<file path="src/rtl/loader_pkg.sv">
// loader_pkg
// Shared types and constants for the RAM program loader.
//   state_t           : loader FSM states
//   BYTE_W / WORD_W   : host byte width and RAM word width
//   SYNC_BYTE_DEFAULT : default frame header byte
package loader_pkg;

  localparam int BYTE_W = 8;
  localparam int WORD_W = 16;

  localparam logic [BYTE_W-1:0] SYNC_BYTE_DEFAULT = 8'hA5;

  typedef enum logic [3:0] {
    IDLE,
    CNT_HI,
    CNT_LO,
    DATA_HI,
    DATA_LO,
    STROBE,
    GAP,
    CHK,
    FINISH
  } state_t;

endpackage

</file>
<file path="src/rtl/loader_strobe_timer.sv">
// loader_strobe_timer
// Loadable down-counter timing the STROBE and GAP phases of each RAM write.
// Ports:
//   clk, rst   : clock, synchronous active-high reset
//   load       : load load_val this cycle (takes priority over counting)
//   load_val   : phase length minus one
//   expired    : counter is at zero, i.e. this is the last cycle of the phase
module loader_strobe_timer #(
  parameter int W = 4
) (
  input  logic         clk,
  input  logic         rst,
  input  logic         load,
  input  logic [W-1:0] load_val,
  output logic         expired
);

  logic [W-1:0] cnt;

  always_ff @(posedge clk) begin
    if (rst) begin
      cnt <= '0;
    end else if (load) begin
      cnt <= load_val;
    end else if (cnt != '0) begin
      cnt <= cnt - 1'b1;
    end
  end

  assign expired = (cnt == '0);

endmodule

</file>
<file path="src/rtl/program_loader.sv">
// program_loader
// Receives a framed load command from a host byte stream and writes the
// payload into the RAM through its external programming port, holding the
// CPU in reset for the duration of the load.
// Frame: SYNC_BYTE, count[15:8], count[7:0], count words (high byte first).
// Optional build macro LOADER_CHECKSUM_EN: a trailing byte carrying the
// modulo-256 sum of all data bytes is checked after the last word.
// Ports:
//   clk, rst            : clock (shared with RAM), synchronous active-high reset
//   in_data/in_valid    : host byte stream
//   in_ready            : loader accepts a byte this cycle
//   pgm, pgm_addr,
//   pgm_data, pg_wr     : RAM programming port (pg_wr is a level strobe)
//   cpu_rst             : CPU hold-in-reset, mirrors pgm
//   busy                : frame in progress
//   done / err          : one-cycle completion / failure pulses
module program_loader
  import loader_pkg::*;
#(
  parameter logic [WORD_W-1:0] BASE_ADDR     = 16'h0000,
  parameter int                MAX_WORDS     = 256,
  parameter int                STROBE_CYCLES = 4,
  parameter int                GAP_CYCLES    = 4,
  parameter logic [BYTE_W-1:0] SYNC_BYTE     = SYNC_BYTE_DEFAULT
) (
  input  logic              clk,
  input  logic              rst,
  input  logic [BYTE_W-1:0] in_data,
  input  logic              in_valid,
  output logic              in_ready,
  output logic              pgm,
  output logic [WORD_W-1:0] pgm_addr,
  output logic [WORD_W-1:0] pgm_data,
  output logic              pg_wr,
  output logic              cpu_rst,
  output logic              busy,
  output logic              done,
  output logic              err
);

  localparam int TW = $clog2(((STROBE_CYCLES > GAP_CYCLES) ? STROBE_CYCLES : GAP_CYCLES) + 1);
  localparam logic [WORD_W:0] MAX_LIMIT = (WORD_W+1)'(MAX_WORDS);

  state_t            state, next_state;
  logic              hs;
  logic [BYTE_W-1:0] cnt_hi;
  logic [WORD_W-1:0] word_total;
  logic [WORD_W-1:0] word_cnt;
  logic [WORD_W-1:0] count;
  logic              count_too_big;
  logic              last_word;
  logic              fail;
  logic              timer_load;
  logic [TW-1:0]     timer_val;
  logic              timer_done;
`ifdef LOADER_CHECKSUM_EN
  logic [BYTE_W-1:0] sum;
`endif

  assign hs            = in_valid && in_ready;
  assign count         = {cnt_hi, in_data};
  assign count_too_big = {1'b0, count} > MAX_LIMIT;
  assign last_word     = (word_cnt + 16'd1) == word_total;

  // The timer is reloaded on entry to each phase; the phase ends in the
  // cycle where it reads zero, giving exactly N cycles per phase.
  assign timer_load = (state == DATA_LO && hs) || (state == STROBE && timer_done);
  assign timer_val  = (state == STROBE) ? TW'(GAP_CYCLES - 1) : TW'(STROBE_CYCLES - 1);

  loader_strobe_timer #(
    .W(TW)
  ) u_timer (
    .clk     (clk),
    .rst     (rst),
    .load    (timer_load),
    .load_val(timer_val),
    .expired (timer_done)
  );

  always_ff @(posedge clk) begin
    if (rst) state <= IDLE;
    else     state <= next_state;
  end

  // Every frame outcome (empty, oversize, complete, bad checksum) funnels
  // through FINISH so done/err come from one place and can never coincide.
  always_comb begin
    next_state = state;
    case (state)
      IDLE:    if (hs && in_data == SYNC_BYTE) next_state = CNT_HI;
      CNT_HI:  if (hs) next_state = CNT_LO;
      CNT_LO:  if (hs) next_state = (count == '0 || count_too_big) ? FINISH : DATA_HI;
      DATA_HI: if (hs) next_state = DATA_LO;
      DATA_LO: if (hs) next_state = STROBE;
      STROBE:  if (timer_done) next_state = GAP;
      GAP: begin
        if (timer_done) begin
`ifdef LOADER_CHECKSUM_EN
          next_state = last_word ? CHK : DATA_HI;
`else
          next_state = last_word ? FINISH : DATA_HI;
`endif
        end
      end
      CHK:     if (hs) next_state = FINISH;
      FINISH:  next_state = IDLE;
      default: next_state = IDLE;
    endcase
  end

  // pgm spans the whole payload phase and drops in FINISH, after the final
  // GAP, so the RAM's delayed edge detect always lands while pgm is high.
  always_comb begin
    in_ready = 1'b0;
    pgm      = 1'b0;
    pg_wr    = 1'b0;
    busy     = (state != IDLE);
    done     = 1'b0;
    err      = 1'b0;
    case (state)
      IDLE, CNT_HI, CNT_LO: in_ready = 1'b1;
      DATA_HI, DATA_LO: begin
        in_ready = 1'b1;
        pgm      = 1'b1;
      end
      STROBE: begin
        pgm   = 1'b1;
        pg_wr = 1'b1;
      end
      GAP: pgm = 1'b1;
      CHK: begin
`ifdef LOADER_CHECKSUM_EN
        in_ready = 1'b1;
`endif
        pgm = 1'b1;
      end
      FINISH: begin
        done = !fail;
        err  = fail;
      end
      default: ;
    endcase
    cpu_rst = pgm;
  end

  // Frame datapath: count capture, word assembly, address stepping and the
  // failure flag that selects done or err in FINISH.
  always_ff @(posedge clk) begin
    if (rst) begin
      cnt_hi     <= '0;
      word_total <= '0;
      word_cnt   <= '0;
      pgm_addr   <= BASE_ADDR;
      pgm_data   <= '0;
      fail       <= 1'b0;
`ifdef LOADER_CHECKSUM_EN
      sum        <= '0;
`endif
    end else begin
      case (state)
        IDLE: begin
          fail     <= 1'b0;
          word_cnt <= '0;
`ifdef LOADER_CHECKSUM_EN
          sum      <= '0;
`endif
        end
        CNT_HI: if (hs) cnt_hi <= in_data;
        CNT_LO: begin
          if (hs) begin
            word_total <= count;
            if (count_too_big)    fail     <= 1'b1;
            else if (count != '0) pgm_addr <= BASE_ADDR;
          end
        end
        DATA_HI: begin
          if (hs) begin
            pgm_data[15:8] <= in_data;
`ifdef LOADER_CHECKSUM_EN
            sum <= sum + in_data;
`endif
          end
        end
        DATA_LO: begin
          if (hs) begin
            pgm_data[7:0] <= in_data;
`ifdef LOADER_CHECKSUM_EN
            sum <= sum + in_data;
`endif
          end
        end
        GAP: begin
          if (timer_done) begin
            word_cnt <= word_cnt + 16'd1;
            if (!last_word) pgm_addr <= pgm_addr + 16'd1;
          end
        end
`ifdef LOADER_CHECKSUM_EN
        CHK: if (hs && in_data != sum) fail <= 1'b1;
`endif
        default: ;
      endcase
    end
  end

endmodule
</file>
<file path="config.mk">
export PLATFORM = sky130hd
export DESIGN_NAME = program_loader
export DESIGN_NICKNAME = d
export VERILOG_FILES = /design/src/rtl/loader_pkg.sv /design/src/rtl/loader_strobe_timer.sv /design/src/rtl/program_loader.sv
export SDC_FILE = /design/constraint.sdc
export NUM_CORES = 1
export LEC_CHECK = 0
export CAP_MARGIN = 20
export CORE_MARGIN = 2
export CORE_UTILIZATION = 31
export CTS_CLUSTER_SIZE = 24
export DETAILED_ROUTE_END_ITERATION = 8
export GPL_ROUTABILITY_DRIVEN = 0
export SYNTH_ARGS = -nofsm -noshare
export SYNTH_HDL_FRONTEND = slang
export SYNTH_SLANG_ARGS = --single-unit
</file>
<file path="constraint.sdc">
create_clock -name clk -period 7.59 [get_ports clk]
set_input_delay 0.759 -clock clk [delete_from_list [all_inputs] [get_ports clk]]
set_output_delay 0.759 -clock clk [all_outputs]
set_load 0.005 [all_outputs]
</file>
After elaboration in Yosys (flattened, before gate mapping)
Index checks and enable logic that the tools add are counted.
{"block": "classes", "addsub": 3, "mux": 29, "reduce_logical": 28, "eq_ne": 22, "magnitude_cmp": 1}
{"operator": "2-to-1 mux 16 bit", "count": 6}
{"operator": "one-hot mux 16 bit (2 select lines)", "count": 2}
{"operator": "2-to-1 mux 4 bit", "count": 10}
{"operator": "adder 16 x 1 -> 16 bit, second input constant", "count": 2}
{"operator": "one-hot mux 4 bit (8 select lines)", "count": 1}
{"operator": "!= test 2 bit, second input constant", "count": 12}
{"operator": "== test 16 bit", "count": 1}
{"operator": "== test 4 x 3 -> 1 bit, second input constant", "count": 4}
{"operator": "greater-than comparator 16 x 9 -> 1 bit, second input constant", "count": 1}
{"operator": "logical NOT 16 bit", "count": 1}
{"operator": "nonzero test 16 bit", "count": 1}
{"operator": "AND reduction 2 bit", "count": 5}
{"operator": "OR reduction 5 bit", "count": 2}
{"operator": "== test 4 x 2 -> 1 bit, second input constant", "count": 2}
{"operator": "== test 8 bit, second input constant", "count": 1}
{"operator": "AND reduction 8 bit", "count": 1}
{"operator": "nonzero test 2 bit", "count": 4}
{"operator": "2-to-1 mux 1 bit", "count": 7}
{"operator": "AND reduction 6 bit", "count": 1}
{"operator": "== test 4 x 1 -> 1 bit, second input constant", "count": 1}
{"operator": "== test 4 bit, second input constant", "count": 1}
{"operator": "logical AND 1 bit", "count": 4}
{"operator": "logical NOT 4 bit", "count": 1}
{"operator": "2-to-1 mux 2 bit", "count": 2}
{"operator": "9 further kinds", "count": 10}
{"block": "totals", "register_bits": 80, "wordCells": 93, "inputBits": 11, "out_inout_bits": 39}

Depth between registers and ports, before layout
Gate-level depths: netlist of run 1.
{"block": "depth", "depth_word": 7, "ltp_mapped": 11, "mapped_depth_nobuf": 9}

Modules after synthesis
From an unflattened synthesis of run 1, not the netlist that was laid out.
{"block": "hier_totals", "hier_cells": 534, "hier_area_um2": 4367.9}
{"mod": "program_loader", "instances": 1, "area_per_inst_um2": 4161.5, "cells_per_inst": 512, "seq_area_each_um2": 1541.5}
{"mod": "loader_strobe_timer", "instances": 1, "area_per_inst_um2": 206.4, "cells_per_inst": 22, "seq_area_each_um2": 60.1}

Worst setup path after synthesis of run 1
OpenSTA, ideal clock, no wires.
{"block": "synth_path", "path_type": "input port to flip-flop", "startpoint": "in in_data[1]", "endpoint": "reg pgm_addr[12]", "t_arrival_ns": 2.797, "slack_ns": 4.730, "t_required_ns": 7.527, "n_path_buf": 0, "setup_ns": 0.063, "cell_stages": 8, "cell_sequence": "or4_1 -> nand2b_1 -> a21oi_1 -> and3_1 -> o21a_1 -> nand2_1 -> or4b_2 -> nand3_1"}
{"block": "synth_between", "elab_chain_len": 3, "elab_cells_between_ends": 5, "classes_between": "order compare (1); eq/ne (2); reduce/logical (2)"}
{"item": "start, declared", "line_no": "program_loader.sv:28", "rtl": "input logic [BYTE_W-1:0] in_data,"}
{"item": "greater-than comparator 16 x 9 -> 1 bit / nonzero test 16 bit (equally long branches)", "line_no": "program_loader.sv:62, program_loader.sv:173"}
{"item": "!= test 2 bit (no line)"}
{"item": "AND reduction 6 bit (no line) (*)"}
{"item": "end signal, assigned", "line_no": "program_loader.sv:195", "rtl": "if (!last_word) pgm_addr <= pgm_addr + 16'd1;"}
{"item": "end, declared", "line_no": "program_loader.sv:32", "rtl": "output logic [WORD_W-1:0] pgm_addr,"}
Mark *: on every way between the ends. The rest lies on a longest branch, timed or not.
A chain may end at the register's enable or synchronous reset.

Final worst setup path of run 1
{"block": "layout_path", "startpoint": "reg word_cnt[0]", "endpoint": "reg pgm_addr[12]"}
{"block": "layout_between", "elab_chain_len": 4}
{"item": "start, declared", "line_no": "program_loader.sv:48", "rtl": "logic [WORD_W-1:0] word_cnt;"}
{"item": "start signal, assigned", "line_no": "program_loader.sv:194", "rtl": "word_cnt <= word_cnt + 16'd1;"}
{"item": "adder 16 x 1 -> 16 bit", "line_no": "program_loader.sv:63", "rtl": "assign last_word = (word_cnt + 16'd1) == word_total;"}
{"item": "== test 16 bit", "line_no": "program_loader.sv:63"}
{"item": "!= test 2 bit (no line)"}
{"item": "AND reduction 6 bit (no line)"}
No other way between the ends.

==> impl_metrics.json, run 1 <==
{
  "post_cts.repair.setup_buffers": 0,
  "post-place-cells": 714,
  "worst-setup-path-type": "reg2reg",
  "min_path_cells": 2,
  "layout.cell_area.non_filler_um2": 5050,
  "design.final.nets": 565,
  "clock-sinks": 80,
  "finalSetupTns_ps": 0,
  "critical_path.reg2reg.endpoint": "pgm_addr[12]",
  "static-leakage-power_nw": 1.87,
  "area_growth_syn_to_fin_pct": 21.8,
  "avgViaCountPerCell": 5.24,
  "critPathLaunchType": "flip-flop",
  "first_global_vias": 3625,
  "antenna_violations_before_repair": 0,
  "detail_route.iter0.violations": 186,
  "ys.flop_type": "dfxtp_1",
  "post_drt_wl_per_cell_um": 14.8,
  "most-common-layout-cells": "80 x dfxtp_1, 65 x nand2_1, 62 x nor2_1",
  "cp_num_buf_inv": 0,
  "layout.area.seq_um2": 1600,
  "diodes": 0,
  "syn_inst": 521,
  "post_layout_cell_count": 731,
  "top_level_ports": 50,
  "cp_slowest_cell": "or4b_2",
  "grt_setup_unrepaired": "no",
  "period_needed_ps": 3640,
  "drtPass1Iterations": 4,
  "place.port_buffers": 49,
  "hold_violations": 0,
  "rows": 42,
  "grt_usage_pct": 15.2,
  "path_clk_slew_ps": 60,
  "grt_max_degree": 68,
  "finalSetupViolations": 0,
  "horizontal_die_dimension_um": 120,
  "postRouteAntennaNets": 0,
  "via_count": 3830,
  "postSynthNetCount": 536,
  "classification_of_the_worst_slack_hold_path": "reg2reg",
  "clock_tree.htree_level_count": 3,
  "power.ir.vdd_worst_mv": 0.137,
  "wire_length_of_the_first_global_routing_pass_um": 17800,
  "sequential_fraction_of_the_synthesis_area_pct": 38.6,
  "postSynthRegisterBits": 80,
  "arrival_ps": 3930,
  "synth.yosys.warnings": 0,
  "post_route_cells_drive_above_1_share_pct": 4.86,
  "num-fill-cells": 1390,
  "drc": 0,
  "synthesis.area_per_instance_um2": 7.96,
  "cts_made_buffers": 9,
  "cp.required_ps": 7870,
  "synthDominantCellAreaShare_pct": 38.6,
  "clock_skew_ps": 4.76,
  "reg2regPathDepth": 9,
  "postPlaceCellArea_um2": 4720,
  "power.density_cell_area_nw_per_um2": 191,
  "max-clock-path-buffers": 2,
  "critical_path.cell_chain": "ha_1 > nand3_1 > or3_1 > a41o_1 > a31o_2 > nand4_1 > nand4_1 > or4b_2 > nand3_1",
  "cts_resized": 0,
  "clock_tree_from_tritoncts": "built",
  "number_of_flops_mapped_to_enable_cells_by_yosys": 0,
  "clock_latency_ps": 340,
  "transition_time_of_the_tightest_slew_check_pin_ps": 779,
  "grt_overflow": 0,
  "final_min_period_over_clock_period_pct": 48.0,
  "max-cap-violations": 0,
  "place.detailed.hpwl_um": 7580,
  "rrSetupSlack_ps": 3950,
  "ys_top_cells_by_area": "dfxtp_1 39%, mux2i_1 6.0%, nand2_1 5.9%",
  "mappedNetlistArea_um2": 4150,
  "overall_power_of_the_completed_layout_mw": 0.964,
  "fmaxAchievable_mhz": 275,
  "multi_input_gate_area_um2": 2350,
  "die_y_um": 120,
  "hold_buffer_count_at_cts": 0,
  "outcome": "finished, final reports clean",
  "crit_path_end_kind": "flip-flop",
  "hold_path_startpoint": "word_total[4]",
  "synth.distinct_cells": 57,
  "initial_core_util_pct": 31.6,
  "worst_hold_path.endpoint": "word_total[4]",
  "synth_async_sr_flop_share_pct": 0,
  "critPathMaxStageDelay_ps": 720,
  "drt-total-wl_um": 10800,
  "yosys.area.top_type": "dfxtp_1",
  "timing.rr.start": "word_cnt[0]",
  "timing.final.max_slew_violations": 0,
  "timing.critical_path.fanout_max": 12,
  "floorplan_die_area_um2": 14300,
  "worst_path_top_cell_family_by_delay": "simple AND/OR/NAND/NOR gates",
  "core_box_area_um2": 13100,
  "cts_root_buf": "clkbuf_16",
  "layout.cells.most_common": "dfxtp_1",
  "timing.slew.headroom_pct": 47.8
}
-- worst max-delay path by stage --
stage	cells past startpoint	endpoint	slack, ps	start
6_report	9	pgm_addr[12]	3950	word_cnt[0]
5_1_grt	9	pgm_addr[12]	3630	word_cnt[0]
4_1_cts	9	pgm_addr[12]	3970	word_cnt[0]
3_5_place_dp	9	pgm_addr[12]	3950	in_data[3]
3_3_place_gp	9	pgm_addr[12]	3980	in_data[1]
2_1_floorplan	8	pgm_addr[12]	4730	in_data[1]
-- per-stage QoR --
step | setup slack [ps] | hold slack, ps | utilization (%)
finish | 3950 | 469 | 38.5
CTS | 3970 | 470 | 38.4
global placement | 3980 | 460 | 35.9
floorplan | 4730 | 444 | -
detailed placement | 3950 | 461 | 35.9
global route | 3630 | 483 | 38.5
-- area by class of cell --
| cell class | count | area share, % |
|---|---|---|
| inverters | 13 | 0.966 |
| well taps | 176 | 4.36 |
| flip-flops and latches | 80 | 31.7 |
| multi-input cells | 394 | 46.5 |
| clock buffers | 10 | 4.53 |
| repair buffers | 52 | 10.1 |
| clock inverters | 6 | 1.86 |
-- synth_stat cells, types with 2 or more instances --
cell       n
a31o_2     4
nor3b_1    3
a211oi_1   4
ha_1       4
nand4b_1   3
or4_1      8
mux2i_1   25
a31oi_1   13
nand2b_1   5
clkbuf_1  24
a311oi_1   2
dfxtp_1   80
o211ai_1   5
and3_1     8
and4_1     8
nor4_1     6
a21oi_1   46
nor4b_1    2
a22oi_1    2
nor2b_1    5
nand3_1   17
xnor2_1   10
o311ai_0   3
nor2_1    62
or3_1      7
o21a_1     2
buf_2      7
o31a_1     2
nand4_1   13
inv_1     13
and2_1     2
xor2_1     9
nor3_1     5
o21ai_0   25
nand2_1   65
-- routing by layer --
metal | global-route usage [%] | routed length [um]
met5 | 0 | 0
met4 | 4.19 | 107
met3 | 4.52 | 504
met2 | 24.1 | 5050
met1 | 20.0 | 5140
-- power by group --
part	switching [mW]	total [mW]	internal, mW
logic	0.0377	0.0621	0.0244
clock network	0.181	0.470	0.290
registers	0.00445	0.431	0.427
-- sequential cells by signal, indices dropped and copies added, names as in the netlist --
signal       cells
cnt_hi           8
fail             1
pgm_addr        16
pgm_data        16
state            4
u_timer.cnt      3
word_cnt        16
word_total      16
-- logic make-up after synthesis --
family,count (synthesis),synth area share (%)
buffers and inverters,47,4.73
DFF,80,38.6
and+or+nand+nor,225,27.5
muxes,25,6.03
xor gates and xnor gates,19,4.01
AOI/OAI and AO/OA,121,17.9
adders and majority gates,4,1.21
-- worst register-to-register path, cell delays in order, from the launching register on --
cell and delay [ps]:
dfxtp_1 440, ha_1 360, nand3_1 250, or3_1 400
a41o_1 250, a31o_2 210, nand4_1 410, nand4_1 430
or4b_2 720, nand3_1 100
Note: power is estimated with default switching activity, not from simulation.
==> run 2: changes to the inputs <==
Clock period 7.59 ns to 3.3 ns, I/O delays scaled along.
==> impl_metrics.json, run 2 (synthesized netlist as in run 1, its figures left out) <==
{
  "drt-total-wl_um": 11100,
  "detail_route.iter0.violations": 335,
  "finalSetupTns_ps": 0,
  "cp.required_ps": 3520,
  "period_needed_ps": 2930,
  "transition_time_of_the_tightest_slew_check_pin_ps": 723,
  "timing.final.max_slew_violations": 0,
  "cts_root_buf": "clkbuf_16",
  "critical_path.endpoint": "pgm_addr[15]",
  "place.detailed.hpwl_um": 7820,
  "finalSetupViolations": 0,
  "grt_max_degree": 62,
  "arrival_ps": 3150,
  "avgViaCountPerCell": 5.23,
  "timing.rr.start": "word_cnt[1]",
  "net-switching-power_mw": 0.486,
  "timing.slew.headroom_pct": 51.6,
  "die_y_um": 120,
  "final_min_period_over_clock_period_pct": 88.8,
  "horizontal_die_dimension_um": 120,
  "drc": 0,
  "cts_resized": 0,
  "layout.cells.most_common": "dfxtp_1",
  "p_sw_share_pct": 22.6,
  "grt_setup_unrepaired": "no",
  "static-leakage-power_nw": 1.94,
  "clock_tree_from_tritoncts": "built",
  "post_drt_wl_per_cell_um": 14.8,
  "clock-sinks": 80,
  "grt_overflow": 0,
  "antenna_violations_before_repair": 0,
  "cp_num_buf_inv": 0,
  "first_global_vias": 3758,
  "power.share.sequential_pct": 46.2,
  "power.density_cell_area_nw_per_um2": 416,
  "rrSetupSlack_ps": 370,
  "worst_path_top_cell_family_by_delay": "simple AND/OR/NAND/NOR gates",
  "post_cts.repair.setup_buffers": 0,
  "clock_latency_ps": 330,
  "crit_path_end_kind": "flip-flop",
  "drtPass1Iterations": 5,
  "overall_power_of_the_completed_layout_mw": 2.15,
  "num-fill-cells": 1397,
  "critPathMaxStageDelay_ps": 540,
  "max-cap-violations": 0,
  "path_clk_slew_ps": 60,
  "cp_slowest_cell": "nor4_1",
  "post_route_cells_drive_above_1_share_pct": 7.69,
  "diodes": 0,
  "power.ir.vdd_worst_mv": 0.275,
  "fmaxAchievable_mhz": 341,
  "classification_of_the_worst_slack_hold_path": "in2reg",
  "grt_usage_pct": 15.8,
  "top_level_ports": 50,
  "most-common-layout-cells": "79 x dfxtp_1, 65 x nand2_1, 62 x nor2_1",
  "cts_made_buffers": 9,
  "cellInternalPower_mw": 1.66,
  "initial_core_util_pct": 31.6,
  "hold_violations": 0,
  "worstSetupPathDepth": 9,
  "critPathLaunchType": "flip-flop",
  "worst-setup-path-type": "reg2reg",
  "design.final.nets": 582,
  "hold_buffer_count_at_cts": 0,
  "timing.critical_path.fanout_max": 10,
  "wire_length_of_the_first_global_routing_pass_um": 18500,
  "critical_path.reg2reg.endpoint": "pgm_addr[15]",
  "clock_power_share_pct": 46.3,
  "area_growth_syn_to_fin_pct": 24.3,
  "rows": 42,
  "clock_tree.htree_level_count": 3,
  "critical_path.cell_chain": "ha_1 > nand3_1 > nor4_1 > nor2_1 > nor4b_2 > nand4_1 > and2_1 > a32o_1 > a31o_2",
  "place.port_buffers": 49,
  "startpoint": "word_cnt[1]",
  "reg2regPathDepth": 9,
  "floorplan_die_area_um2": 14300,
  "postRouteAntennaNets": 0,
  "via_count": 3911,
  "outcome": "finished, final reports clean",
  "clock_skew_ps": 6.21,
  "p_comb_share_pct": 7.5,
  "core_box_area_um2": 13100,
  "max-clock-path-buffers": 2
}
-- run 2: cell count changes in the layout (fill, tap and decap cells not counted) --
cell / delta
bufinv_16: -1
clkbuf_1: +1
clkbuf_8: +1
dfxtp_2: +1
buf_4: +17
clkinvlp_4: +1
dfxtp_1: -1
clkinv_4: -2
-- run 2: how the worst min path moves through the flow --
stage,start,end,slack (ps),cells after the start
4_1_cts,rst,pgm_addr[1],240,2
2_1_floorplan,cnt_hi[3],word_total[11],440,2
3_3_place_gp,cnt_hi[1],word_total[9],460,2
6_report,rst,pgm_addr[1],260,2
3_5_place_dp,word_total[1],word_total[1],460,2
5_1_grt,rst,pgm_addr[0],270,2
-- run 2: area by class of cell --
cell class | instances | area, um^2 | area share [%]
clock buffers | 12 | 246 | 4.78
flip-flops and latches | 80 | 1600 | 31.1
repair buffers | 69 | 636 | 12.3
multi-input cells | 394 | 2350 | 45.6
well taps | 176 | 220 | 4.27
clock inverters | 4 | 53.8 | 1.04
inverters | 13 | 48.8 | 0.946
-- run 2: per-layer routing --
metal  up-vias  share of wire (%)  track usage [%]
li1       1970                  -                -
met1      1829                 47             21.1
met2       100                 47             25.2
met3        12                4.4             3.28
met4         0                1.4             5.37
met5         -                  0                0
-- run 2: worst reg2reg max path: cells and delay by family, from the launching register on --
kind,cells,cell delay (ps)
and+or+nand+nor,6,1780
adders and majority gates,1,190
AOI/OAI and AO/OA,2,480
DFF,1,380
-- run 2: power groups by stage --
stage | combinational, mW | clock [mW] | sequential [mW]
after floorplan | 0.0952 | 0 | 1.01
after CTS | 0.161 | 1.02 | 0.991
after global routing | 0.184 | 1.06 | 0.992
final | 0.160 | 0.994 | 0.991
after global placement | 0.155 | 0 | 1.01
after detailed placement | 0.161 | 0 | 1.01
-- run 2: through the flow --
stage,instance area (um^2),instances,hold slack [ps],util (%),setup WS [ps]
3_3_place_gp,4860,732,456,37.0,176
4_1_cts,5160,748,244,39.3,277
5_1_grt,5160,748,270,39.3,119
2_1_floorplan,4150,521,444,-,667
6_report,5160,748,259,39.3,371
3_5_place_dp,4860,732,464,37.0,148
==> run 3: changes to the inputs <==
Settings changed: SLEW_MARGIN set to 20.
==> results of run 3 <==
Same layout as run 2: the final DEF is identical, and so are final timing and power.
==> patch (settings of run 3) <==
The parameter `MAX_WORDS` goes from 256 to 192.
--- a/src/rtl/program_loader.sv
+++ b/src/rtl/program_loader.sv
@@ -20,3 +20,3 @@
   parameter logic [WORD_W-1:0] BASE_ADDR     = 16'h0000,
-  parameter int                MAX_WORDS     = 256,
+  parameter int                MAX_WORDS     = 192,
   parameter int                STROBE_CYCLES = 4,
Behaviour: not the same (Yosys sat finds a counterexample within 4 cycles, from zero or initial values and one cycle with rst high).
==> patch against run 3 <==
Die area rose by 2.5%. Synthesized area is 2.6% higher. Hold slack gained 0.17 ns. Clock skew down 0.00054 ns. First-iteration DRC count shrank 41%. Sequential cell count unchanged. Design area up 1.1%. Wire length grew 4.2%. Worst setup slack worse by 0.12 ns. Utilization is 0.18 points lower. Critical path type unchanged.
Power is not compared: it rests on default switching activity, and its combinational part moved more than twofold at a synthesized area within 25%.
==> patch: results (changes against run 3) <==
INFO  metric vias = 4059 (+3.8%)
INFO  metric outcome = finished, final reports clean
INFO  metric grt_util_all_layers = 15.5% (-0.21 points)
INFO  metric placed_cells_incl_taps = 739 (+0.96%)
INFO  metric synthToLayoutAreaGrowth = 22.5%
INFO  metric non_clock_buffer_count = 63 (-8.7%)
INFO  metric clock_buffers = 9 (-3)
INFO  metric synthDistinctLibCells = 64 (+12%)
INFO  metric synth_area_per_cell = 7.96 um^2 (about the same)
INFO  metric mappedNetlistNets = 550 (+2.6%)
INFO  metric via_count_of_the_first_global_routing_pass = 3709 (-1.3%)
INFO  metric critPathMaxStageDelay = 0.62 ns (+0.08 ns)
INFO  metric cp.arrival = 3.27 ns (+0.12 ns)
INFO  metric fin_skew = 0.00567 ns (-0.000541 ns)
INFO  metric postPlaceCellArea = 0.00490 mm^2 (+0.93%)
INFO  metric maximum_number_of_pins_on_one_net_before_global_route_repair = 56 (-9.7%)
INFO  metric wire_length_of_the_first_global_routing_pass = 18.5 mm (-0.30%)
INFO  metric place.detailed.hpwl = 8.04 mm (+2.8%)
INFO  metric hold_path_endpoint = word_cnt[8]
INFO  metric post_route_cells_drive_above_1_share = 7.77% (+0.080 points)
INFO  metric crit_end = pgm_addr[14]
INFO  metric num-multi-input-gates = 409 (+3.8%)
INFO  metric seq_area = 0.00160 mm^2 (about the same)
INFO  metric yosys-top-cells-area = dfxtp_1, mux2i_1, nand2_1, nor2_1, a21oi_1
INFO  metric synth_compound_gate_area_share = 18.5% (+0.51 points)
INFO  metric post_synth_fa_ha_maj_area_fraction = 1.18% (-0.031 points)
INFO  metric buffer_area_share = 11.3% (-1.0 points)
==> patch: changes by cell type in the layout (fill, tap and decap cells not counted), sizes merged, moves of 5 or more <==
| cell | change |
|---|---|
| a21o | +7 |
| a21oi | -7 |
| a31o | -5 |
| and4 | -5 |
| buf | -6 |
| nand3 | +7 |
| nand4 | -9 |
| nor3 | +16 |
==> patch: what timing repair did <==
action                     4_1_cts  5_1_grt
setup endpoints to repair        0        2
gates resized for setup          0        1
setup buffers                    0        0
==> patch: power groups by stage <==
stage          Sequential [W]  Clock [W]  Combinational (W)
6_report              0.00108    0.00106           0.000585
2_1_floorplan         0.00107          0           0.000413
3_3_place_gp          0.00110          0           0.000568
5_1_grt               0.00109    0.00111           0.000647
3_5_place_dp          0.00110          0           0.000582
4_1_cts               0.00108    0.00107           0.000587
==> patch: per-layer routing <==
metal  vias up  track usage (%)  share of wire (%)
li1       1996                -                  -
met1      1924             20.6                 46
met2       124             25.2                 47
met3        15             2.96                5.9
met4         0             5.32                1.4
met5         -                0                  0
